===== config.mk =====
export PLATFORM = sky130hd
export DESIGN_NAME = ttt_game_ctrl
export DESIGN_NICKNAME = d
export VERILOG_FILES = /design/src/rtl/ttt_pkg.sv /design/src/rtl/ttt_line_check.sv /design/src/rtl/ttt_game_ctrl.sv
export SDC_FILE = /design/constraint.sdc
export NUM_CORES = 1
export LEC_CHECK = 0
export ABC_AREA = 1
export CAP_MARGIN = 30
export CORE_AREA = 3 3 92 94
export CTS_CLUSTER_DIAMETER = 150
export DETAILED_ROUTE_END_ITERATION = 6
export DIE_AREA = 0 0 95 97
export PLACE_DENSITY = 0.79
export SYNTH_ARGS = -nofsm -noshare
export SYNTH_HDL_FRONTEND = slang
export SYNTH_HIERARCHICAL = 1
export SYNTH_SLANG_ARGS = --single-unit

===== constraint.sdc =====
create_clock -name clk -period 3.2 [get_ports clk]
set_clock_uncertainty 0.15 [all_clocks]
set_input_delay 0.64 -clock clk [delete_from_list [all_inputs] [get_ports clk]]
set_output_delay 0.64 -clock clk [all_outputs]
set_load 0.005 [all_outputs]

===== src/rtl/ttt_pkg.sv =====
// Purpose: shared types and constants for the tic-tac-toe controller and display logic.
// Latency: none (declarations only).
// Backpressure: none.
package ttt_pkg;

   typedef enum logic [1:0] {
      EMPTY = 2'b00,
      P0    = 2'b01,
      P1    = 2'b10,
      BAD   = 2'b11
   } cell_t;

   typedef cell_t [8:0] board_t;

   typedef enum logic [2:0] {
      IDLE,
      WAIT_MOVE,
      PLACE,
      WAIT_ACK,
      CHECK,
      GAME_OVER
   } state_t;

   localparam int NUM_CELLS = 9;

endpackage


===== src/rtl/ttt_line_check.sv =====
// Purpose: combinational board evaluation (winner code, full, illegal code, lowest empty cell).
// Latency: purely combinational, 0 cycles.
// Backpressure: none; output follows the board image continuously.
module ttt_line_check
   import ttt_pkg::*;
(
   input  board_t     board,
   output logic [1:0] win_code,
   output logic       full,
   output logic       illegal,
   output logic [3:0] first_empty
);

   // Three equal player codes on a line give that code; empty or illegal codes never win.
   function automatic logic [1:0] line3(input cell_t a, input cell_t b, input cell_t c);
      if (a == b && b == c && a != EMPTY && a != BAD) begin
         return a;
      end
      return 2'b00;
   endfunction

   logic [1:0] lw [8];

   // Evaluate rows, columns and diagonals; lowest-numbered winning line takes priority.
   always_comb begin
      lw[0] = line3(board[0], board[1], board[2]);
      lw[1] = line3(board[3], board[4], board[5]);
      lw[2] = line3(board[6], board[7], board[8]);
      lw[3] = line3(board[0], board[3], board[6]);
      lw[4] = line3(board[1], board[4], board[7]);
      lw[5] = line3(board[2], board[5], board[8]);
      lw[6] = line3(board[0], board[4], board[8]);
      lw[7] = line3(board[2], board[4], board[6]);
      win_code = 2'b00;
      for (int l = 0; l < 8; l++) begin
         if (win_code == 2'b00) begin
            win_code = lw[l];
         end
      end
   end

   // Scan downwards so the last empty cell seen is the lowest index; 4'hF means none empty.
   always_comb begin
      full        = 1'b1;
      illegal     = 1'b0;
      first_empty = 4'hF;
      for (int i = NUM_CELLS - 1; i >= 0; i--) begin
         if (board[i] == EMPTY) begin
            full        = 1'b0;
            first_empty = 4'(i);
         end
         if (board[i] == BAD) begin
            illegal = 1'b1;
         end
      end
   end

endmodule


===== src/rtl/ttt_game_ctrl.sv =====
// Purpose: tic-tac-toe turn sequencer: validates moves, drives board place/ack, judges, times turns.
// Latency: accepted move -> colocar 1 cycle; full move = PLACE + WAIT_ACK (>=1) + CHECK.
// Backpressure: waits up to ACK_CYCLES for colocado (fault on expiry); moves only taken in WAIT_MOVE.
module ttt_game_ctrl
   import ttt_pkg::*;
#(
   parameter logic [31:0] TURN_CYCLES = 32'd50_000_000,
   parameter logic [7:0]  ACK_CYCLES  = 8'd16
) (
   input  logic       clk,
   input  logic       rst,
   input  logic       start,
   input  logic       move_valid,
   input  logic [3:0] move_pos,
   input  board_t     board,
   input  logic       colocado,
   output logic       colocar,
   output logic [3:0] pos,
   output logic       jugador,
   output logic       move_reject,
   output logic       timeout,
   output logic       game_over,
   output logic [1:0] winner,
   output logic       fault
);

   state_t      state_q, state_d;
   logic [31:0] timer_q, timer_d;
   logic [7:0]  ack_q, ack_d;
   logic [3:0]  pos_d;
   logic        jug_d;
   logic [1:0]  win_d;
   logic        fault_d;
   logic [1:0]  win_code;
   logic        full, illegal;
   logic [3:0]  first_empty;
   logic        cell_ok;

   ttt_line_check u_line (
      .board       (board),
      .win_code    (win_code),
      .full        (full),
      .illegal     (illegal),
      .first_empty (first_empty)
   );

   // A request is acceptable only for an on-board cell that is currently empty.
   always_comb begin
      cell_ok = 1'b0;
      if (move_pos < 4'(NUM_CELLS)) begin
         cell_ok = (board[move_pos] == EMPTY);
      end
   end

   // Next-state and datapath decisions; pulses are Mealy outputs of WAIT_MOVE.
   always_comb begin
      state_d     = state_q;
      timer_d     = timer_q;
      ack_d       = ack_q;
      pos_d       = pos;
      jug_d       = jugador;
      win_d       = winner;
      fault_d     = fault;
      move_reject = 1'b0;
      timeout     = 1'b0;
      case (state_q)
         IDLE, GAME_OVER: begin
            if (start) begin
               state_d = WAIT_MOVE;
               timer_d = TURN_CYCLES - 32'd1;
               jug_d   = 1'b0;
               win_d   = 2'b00;
               fault_d = 1'b0;
            end
         end
         WAIT_MOVE: begin
            timer_d = (timer_q != 32'd0) ? timer_q - 32'd1 : 32'd0;
            if (move_valid && cell_ok) begin
               pos_d   = move_pos;
               state_d = PLACE;
            end else begin
               move_reject = move_valid;
               if (timer_q == 32'd0) begin
                  timeout = 1'b1;
                  if (!full) begin
                     pos_d   = first_empty;
                     state_d = PLACE;
                  end else begin
                     state_d = CHECK;
                  end
               end
            end
         end
         PLACE: begin
            ack_d   = 8'd1;
            state_d = WAIT_ACK;
         end
         WAIT_ACK: begin
            ack_d = ack_q + 8'd1;
            if (colocado) begin
               state_d = CHECK;
            end else if (ack_q >= (ACK_CYCLES - 8'd1)) begin
               fault_d = 1'b1;
               win_d   = 2'b00;
               state_d = GAME_OVER;
            end
         end
         CHECK: begin
            if (illegal) begin
               fault_d = 1'b1;
               win_d   = 2'b00;
               state_d = GAME_OVER;
            end else if (win_code != 2'b00) begin
               win_d   = win_code;
               state_d = GAME_OVER;
            end else if (full) begin
               win_d   = 2'b00;
               state_d = GAME_OVER;
            end else begin
               jug_d   = ~jugador;
               timer_d = TURN_CYCLES - 32'd1;
               state_d = WAIT_MOVE;
            end
         end
         default: state_d = IDLE;
      endcase
   end

   // State and datapath registers; synchronous active-low reset wins over every event.
   always_ff @(posedge clk) begin
      if (!rst) begin
         state_q <= IDLE;
         timer_q <= '0;
         ack_q   <= '0;
         pos     <= '0;
         jugador <= 1'b0;
         winner  <= 2'b00;
         fault   <= 1'b0;
      end else begin
         state_q <= state_d;
         timer_q <= timer_d;
         ack_q   <= ack_d;
         pos     <= pos_d;
         jugador <= jug_d;
         winner  <= win_d;
         fault   <= fault_d;
      end
   end

   assign colocar   = (state_q == PLACE);
   assign game_over = (state_q == GAME_OVER);

endmodule


Yosys cells after proc, flatten, opt, wreduce, memory -nomap -nowiden
Cells that the tools add are included.

Flip-flop bits (word level): 51. Input port bits: 27. Output and inout bits: 12.

Add/sub/neg operators: 2. Magnitude comparators: 3. Equal/unequal tests: 46. Multiplexer cells: 102. Bitwise gates (word level): 1. Reductions and logical operators: 63.

Operators with widths (number): 32-bit two-way mux (5); 32-bit case mux with 3 select lines (1); 2-bit two-way mux (30); 4-bit two-way mux (11); 1-bit two-way mux (39); 2-bit logical NOT (17); 2-bit == test (16); 32-bit logical NOT (1); 32-bit nonzero test (1); 32-bit by 1-bit subtractor with 32-bit output, second input constant (1); 3-bit two-way mux (10); 1-bit logical AND (25); 2-bit inequality test, second input constant (12); 5-bit AND reduction (4); 2-bit == test, second input constant (9); 2-bit nonzero test (9); 8-bit case mux with 2 select lines (1); 3-bit case mux with 5 select lines (1); 8-bit by 1-bit adder with 8-bit output, second input constant (1); 2-bit binary-select mux with 4-bit select (1); 8-bit by 4-bit greater-or-equal comparator with 1-bit output, second input constant (1); 3-bit by 2-bit == test with 1-bit output, second input constant (2); 3-bit == test, second input constant (2); 3-bit inequality test, second input constant (2); other kinds (13) (15).

Logic depth before layout (Yosys ltp)
Depth in word-level cells: 24. Gate-level depth with buffers: 25.

Hierarchy
The synthesis kept the hierarchy.

Modules (own cells, without submodules): ttt_game_ctrl (instances 1, cells each 465, area each 3091.7 µm², seq. area each 1021.0 µm²); ttt_line_check (instances 1, cells each 166, area each 845.8 µm², seq. area each 0.0 µm²).

Least setup slack after synthesis
Ideal clock, no wire load.

Kind: input to register. From: input port board[5] (netlist name). To: register timer_q[28]. Setup time: 114 ps. Arrival: 2785 ps. Required time: 2936 ps. Setup slack: 151 ps. Cell stages on the path: 21. Path buffers: 2. Cells stage by stage: buf_4 -> nand3_1 -> nand2_1 -> nand3_2 -> a21oi_2 -> nand3_2 -> inv_2 -> nand2_1 -> clkinv_1 -> nand2_1 -> inv_1 -> nand3_2 -> nor2_1 -> nor3b_1 -> nor2_1 -> nand3b_4 -> inv_2 -> buf_2 -> nand4_1 -> xor2_1 -> nor2_1.

Word-level cells in the longest chain between the ends: 23. Elaborated cells between the ends (all ways): 49.

Ends and longest elaborated chain: start: declaration (RTL line ttt_game_ctrl.sv:15) `input board_t board,`; 2-bit == test (RTL line ttt_line_check.sv:16) `if (a == b && b == c && a != EMPTY && a != BAD) begin`; 1-bit logical AND (3 in series) (RTL line ttt_line_check.sv:16); 1-bit two-way mux (RTL line ttt_line_check.sv:16); 2-bit two-way mux (RTL line ttt_line_check.sv:19) `return 2'b00;`; 2-bit logical NOT (RTL line ttt_line_check.sv:36) `if (win_code == 2'b00) begin`; 2-bit two-way mux (RTL line ttt_line_check.sv:36); 2-bit logical NOT (RTL line ttt_line_check.sv:36); 2-bit two-way mux (RTL line ttt_line_check.sv:36); (+6 left out); 2-bit logical NOT (RTL line ttt_line_check.sv:36); 2-bit two-way mux (RTL line ttt_line_check.sv:36); 2-bit logical NOT (RTL line ttt_line_check.sv:36); 2-bit two-way mux (*) (RTL line ttt_line_check.sv:36); named net win_code[1] (RTL line ttt_game_ctrl.sv:34) `logic [1:0] win_code;`; 2-bit nonzero test (*) (RTL line ttt_game_ctrl.sv:113) `end else if (win_code != 2'b00) begin`; 2-bit inequality test (no source line) (*); 5-bit AND reduction (no source line) (*); end signal: assignment (RTL line ttt_game_ctrl.sv:141) `timer_q <= timer_d;`; end: declaration (RTL line ttt_game_ctrl.sv:28) `logic [31:0] timer_q, timer_d;`.

The timed path passes the listed nets; every way through them passes the cells marked *. The select of a mux whose other input is x is not followed. A chain may end at the register's enable or synchronous reset.

Worst setup path after layout
From: input port board[0] (netlist name). To: register winner[1].

Word-level cells in the longest chain between the ends: 24. Elaborated cells between the ends (all ways): 47.

Ends and longest elaborated chain: 2-bit == test (RTL line ttt_line_check.sv:16); 1-bit logical AND (3 in series) (RTL line ttt_line_check.sv:16); 1-bit two-way mux (RTL line ttt_line_check.sv:16); 2-bit two-way mux (RTL line ttt_line_check.sv:19); 2-bit logical NOT (RTL line ttt_line_check.sv:36); 2-bit two-way mux (RTL line ttt_line_check.sv:36); 2-bit logical NOT (RTL line ttt_line_check.sv:36); 2-bit two-way mux (RTL line ttt_line_check.sv:36); (+7 left out); 2-bit two-way mux (*) (RTL line ttt_line_check.sv:36); 2-bit logical NOT (RTL line ttt_line_check.sv:36); 2-bit two-way mux (*) (RTL line ttt_line_check.sv:36); named net win_code[0] (RTL line ttt_game_ctrl.sv:34); 2-bit nonzero test (*) (RTL line ttt_game_ctrl.sv:113); 2-bit two-way mux (RTL line ttt_game_ctrl.sv:113); 2-bit two-way mux (RTL line ttt_game_ctrl.sv:109) `if (illegal) begin`; 2-bit case mux with 3 select lines (RTL line ttt_game_ctrl.sv:66) `case (state_q)`; end signal: assignment (RTL line ttt_game_ctrl.sv:145) `winner <= win_d;`; end: declaration (RTL line ttt_game_ctrl.sv:23) `output logic [1:0] winner,`.

Marked as above.

==> summary.txt <==
Number of global-route vias before repair = 4684
RSZ-0062 raised after global routing = yes
Async SR Flop Fraction = 0%
Synth Register Bits = 51
Synth warn = 6
Post-synthesis sequential area ratio = 25.9%
Ordered list of cells on the worst path = buf_6, buf_12, buf_4, nand3_1, o31ai_4, nand4_1, inv_1, nor2_4, nand4_1, nand3_2, nor2_1, nor3b_4, buf_4, buf_4, buf_4, buf_4, buf_4, buf_4, nand2_1, nand3_1, nand2_1, a21oi_2
Mapped Area = 3940 sq um
Worst setup margin = -0.000141 ns
Max VDD drop = 0.372 mV
Tcrit/Tclk final = 100%
Largest net degree at the start of global routing = 20
Post-synth EDFFs = 0
Logic pwr share = 53.1%
H-tree depth = 2
Clock latency on the worst-skew pair = 0.31 ns
Area Overhead vs Synth = 40.8%
Failing checks = negative setup slack
RePlAce Congestion = 0.968
Post-CTS Hold Buffers = 0
Internal power = 1.75 mW
Vias per Instance = 5.65
Layout cells sized above 1 = 30.4%
Die width = 95 um
Ports = 39
Antenna violations before repair = 0
Final core utilization = 71.8%
CTS max path bufs = 2
First-pass GRT wire length = 21.1 mm
DRT antenna net count = 0
Cell count after synthesis = 631
Switching Fraction = 43.5%
Syn_area_per_cell = 6.24 sq um
Critical Path Most Common Cell = buf_4
Worst Path Arrival = 3.26 ns
Top sig layer = met4
Grt ovf = 0
Worst Path Buf+Inv = 10
Setup violators final = 1
Die area = 9220 sq um
Leak Pwr = 2.46 nW
Core Area = 7730 sq um
Met2 wire len = 6.75 mm
TritonCTS clock tree = yes
Worst path max stage delay = 0.19 ns
Main synth FF type = dfxtp_1
Mapped Nets = 660
Slowest stage cell on the critical path = nand4_1
Slew margin rel. = 58.9%
Post-route DRC = 0
Gr usage total = 28.0%
CTS buffer count = 5
Req. time, crit path = 3.26 ns
DRT Pass-1 Iters = 5
# diodes = 0
Total wire length = 13.3 mm
Final hold violations = 0
Clock Pin Slew Worst Setup and Hold Paths = 0.10 ns
Worst Hold Class = reg2reg
M1 wire length = 5.31 mm
Sequential power share = 29.0%
Clk pwr share = 17.8%
Status = complete, but fails checks
Crit Path Max Fanout = 7
Worst Path Class, Setup = in2reg
Crit path max-delay family = buffers and inverters
Vias = 4845
Maxcap violations = 0
DP Area = 4910 sq um
Minimum clock period = 3.20 ns
Root Buffer = clkbuf_8
Dpl ws = -0.646 ns
Detailed Route Iter0 Violations = 304
Fmax = 0.312 GHz
Setup crit end kind = register
Hold slack = 0.335 ns
Rows = 32
Met3 WL = 774 um
Fin nets = 784
NetSw = 1.35 mW
Overall die height = 97 um
Drt wl/cell = 15.5 um
# clock sinks = 51
Slew Viols, Final = 0
Port bufs = 38
Initial Utilization = 51.0%
Worst-Margin Slew = 0.611 ns
Startpoint types = primary input
Post-synthesis cell type count = 45
Pwr Density = 560 nW/um^2
Design area = 5550 sq um
Hpwl dp = 9.07 mm
per-layer routing:
layer / track usage, % / vias to the layer above
met5: 0 / -
met1: 34.6 / 2266
li1: - / 2321
met2: 47.9 / 209
met4: 11.3 / 0
met3: 4.20 / 49
power by group through the flow:
stage	sequential (mW)	combinational [mW]	clock [mW]
finish	0.902	1.65	0.553
global route	0.914	1.80	0.579
CTS	0.894	1.53	0.558
detailed placement	0.907	1.36	0
global placement	0.902	1.32	0
floorplan	0.877	0.945	0
placed cells by master, fill, tap and decap left out, types with 4 or more instances in the layout:
cell type | Yosys | final
nor3_2 | 4 | 5
a31oi_1 | 4 | 4
clkbuf_2 | 0 | 11
nor2_4 | 5 | 12
clkdlybuf4s50_1 | 0 | 18
inv_2 | 14 | 17
buf_4 | 1 | 83
nand3_1 | 52 | 45
nor2_1 | 100 | 90
nand3b_1 | 8 | 8
inv_1 | 82 | 73
nand2_2 | 12 | 14
a211oi_2 | 0 | 6
nor2_2 | 8 | 11
nand4_1 | 19 | 19
dfxtp_1 | 51 | 51
nand3_4 | 0 | 5
a21oi_1 | 38 | 35
nand3_2 | 7 | 9
xor2_1 | 12 | 12
nor4_1 | 6 | 6
clkbuf_8 | 0 | 5
a211oi_1 | 10 | 4
nand2_1 | 103 | 95
nor3_1 | 11 | 10
buf_6 | 3 | 11
o21ai_0 | 30 | 27
xnor2_1 | 4 | 4
nand2_4 | 0 | 5
o21ai_2 | 3 | 4
inv_4 | 0 | 6
path summary, 6_finish.rpt:
check	cells past startpoint	slack (ns)	start	endpoint
worst max-delay path	22	-0.0001	board[0]	winner[1]
worst min-delay path	2	0.33	winner[0]	winner[0]
worst max register to register	12	0.77	timer_q[0]	pos[0]
worst min register to register	2	0.33	winner[0]	winner[0]
Yosys cell counts, types with 8 or more instances:
library cell  number  area share, %
nand3_1           52            6.6
nor2_1           100            9.5
dfxtp_1           51             26
nor2_2             8            1.3
nor3_1            11            1.4
nand2_1          103            9.8
a211oi_1          10            1.9
nand2_2           12            1.9
nand3b_1           8            1.5
inv_2             14            1.3
o21ai_0           30            3.8
nand4_1           19            3.0
inv_1             82            7.8
a21oi_1           38            4.8
xor2_1            12            2.7
kinds of logic after synthesis:
kind of cell	after synthesis	share of synthesized area [%]
DFF	51	25.9
xor gates and xnor gates	16	3.56
adders and majority gates	2	0.635
and+or+nand+nor	344	42.5
AOI/OAI and AO/OA	103	15.5
buffers and inverters	115	11.9
worst min-delay path, stage by stage, from the launching register on:
cell	delay (ns)
dfxtp_1	0.33
nand2_1	0.06
a21oi_1	0.05
flip-flops by register name (all words and copies together) (netlist names):
register / count
winner: 2
ack_q: 8
jugador: 1
pos: 4
fault: 1
timer_q: 32
state_q: 3
timing repair:
action / 4_1_cts / 5_1_grt
resized for setup: 74 / 92
cloned: 2 / 0
setup buffers: 17 / 7
setup endpoints to repair: 35 / 37
pin swaps: 17 / 43
layout make-up:
type                       count  area [sq um]
timing repair buffer         133          1100
multi-input combinational    465          2760
inverter                      98           388
fill                         625          2180
tap                          102           128
clock buffer                   5          68.8
sequential                    51          1020
clock inverter                 3          71.3
timing repair inverter         1          7.51
stage by stage:
stage	TNS [ns]	instances	power, mW
detailed placement	-19.81	827	2.27
global placement	-14.39	827	2.22
global route	-1.25	858	3.30
floorplan	0	631	1.82
finish	-0.000141	858	3.11
CTS	0	854	2.98
No activity file was read; power rests on OpenSTA's default activity.
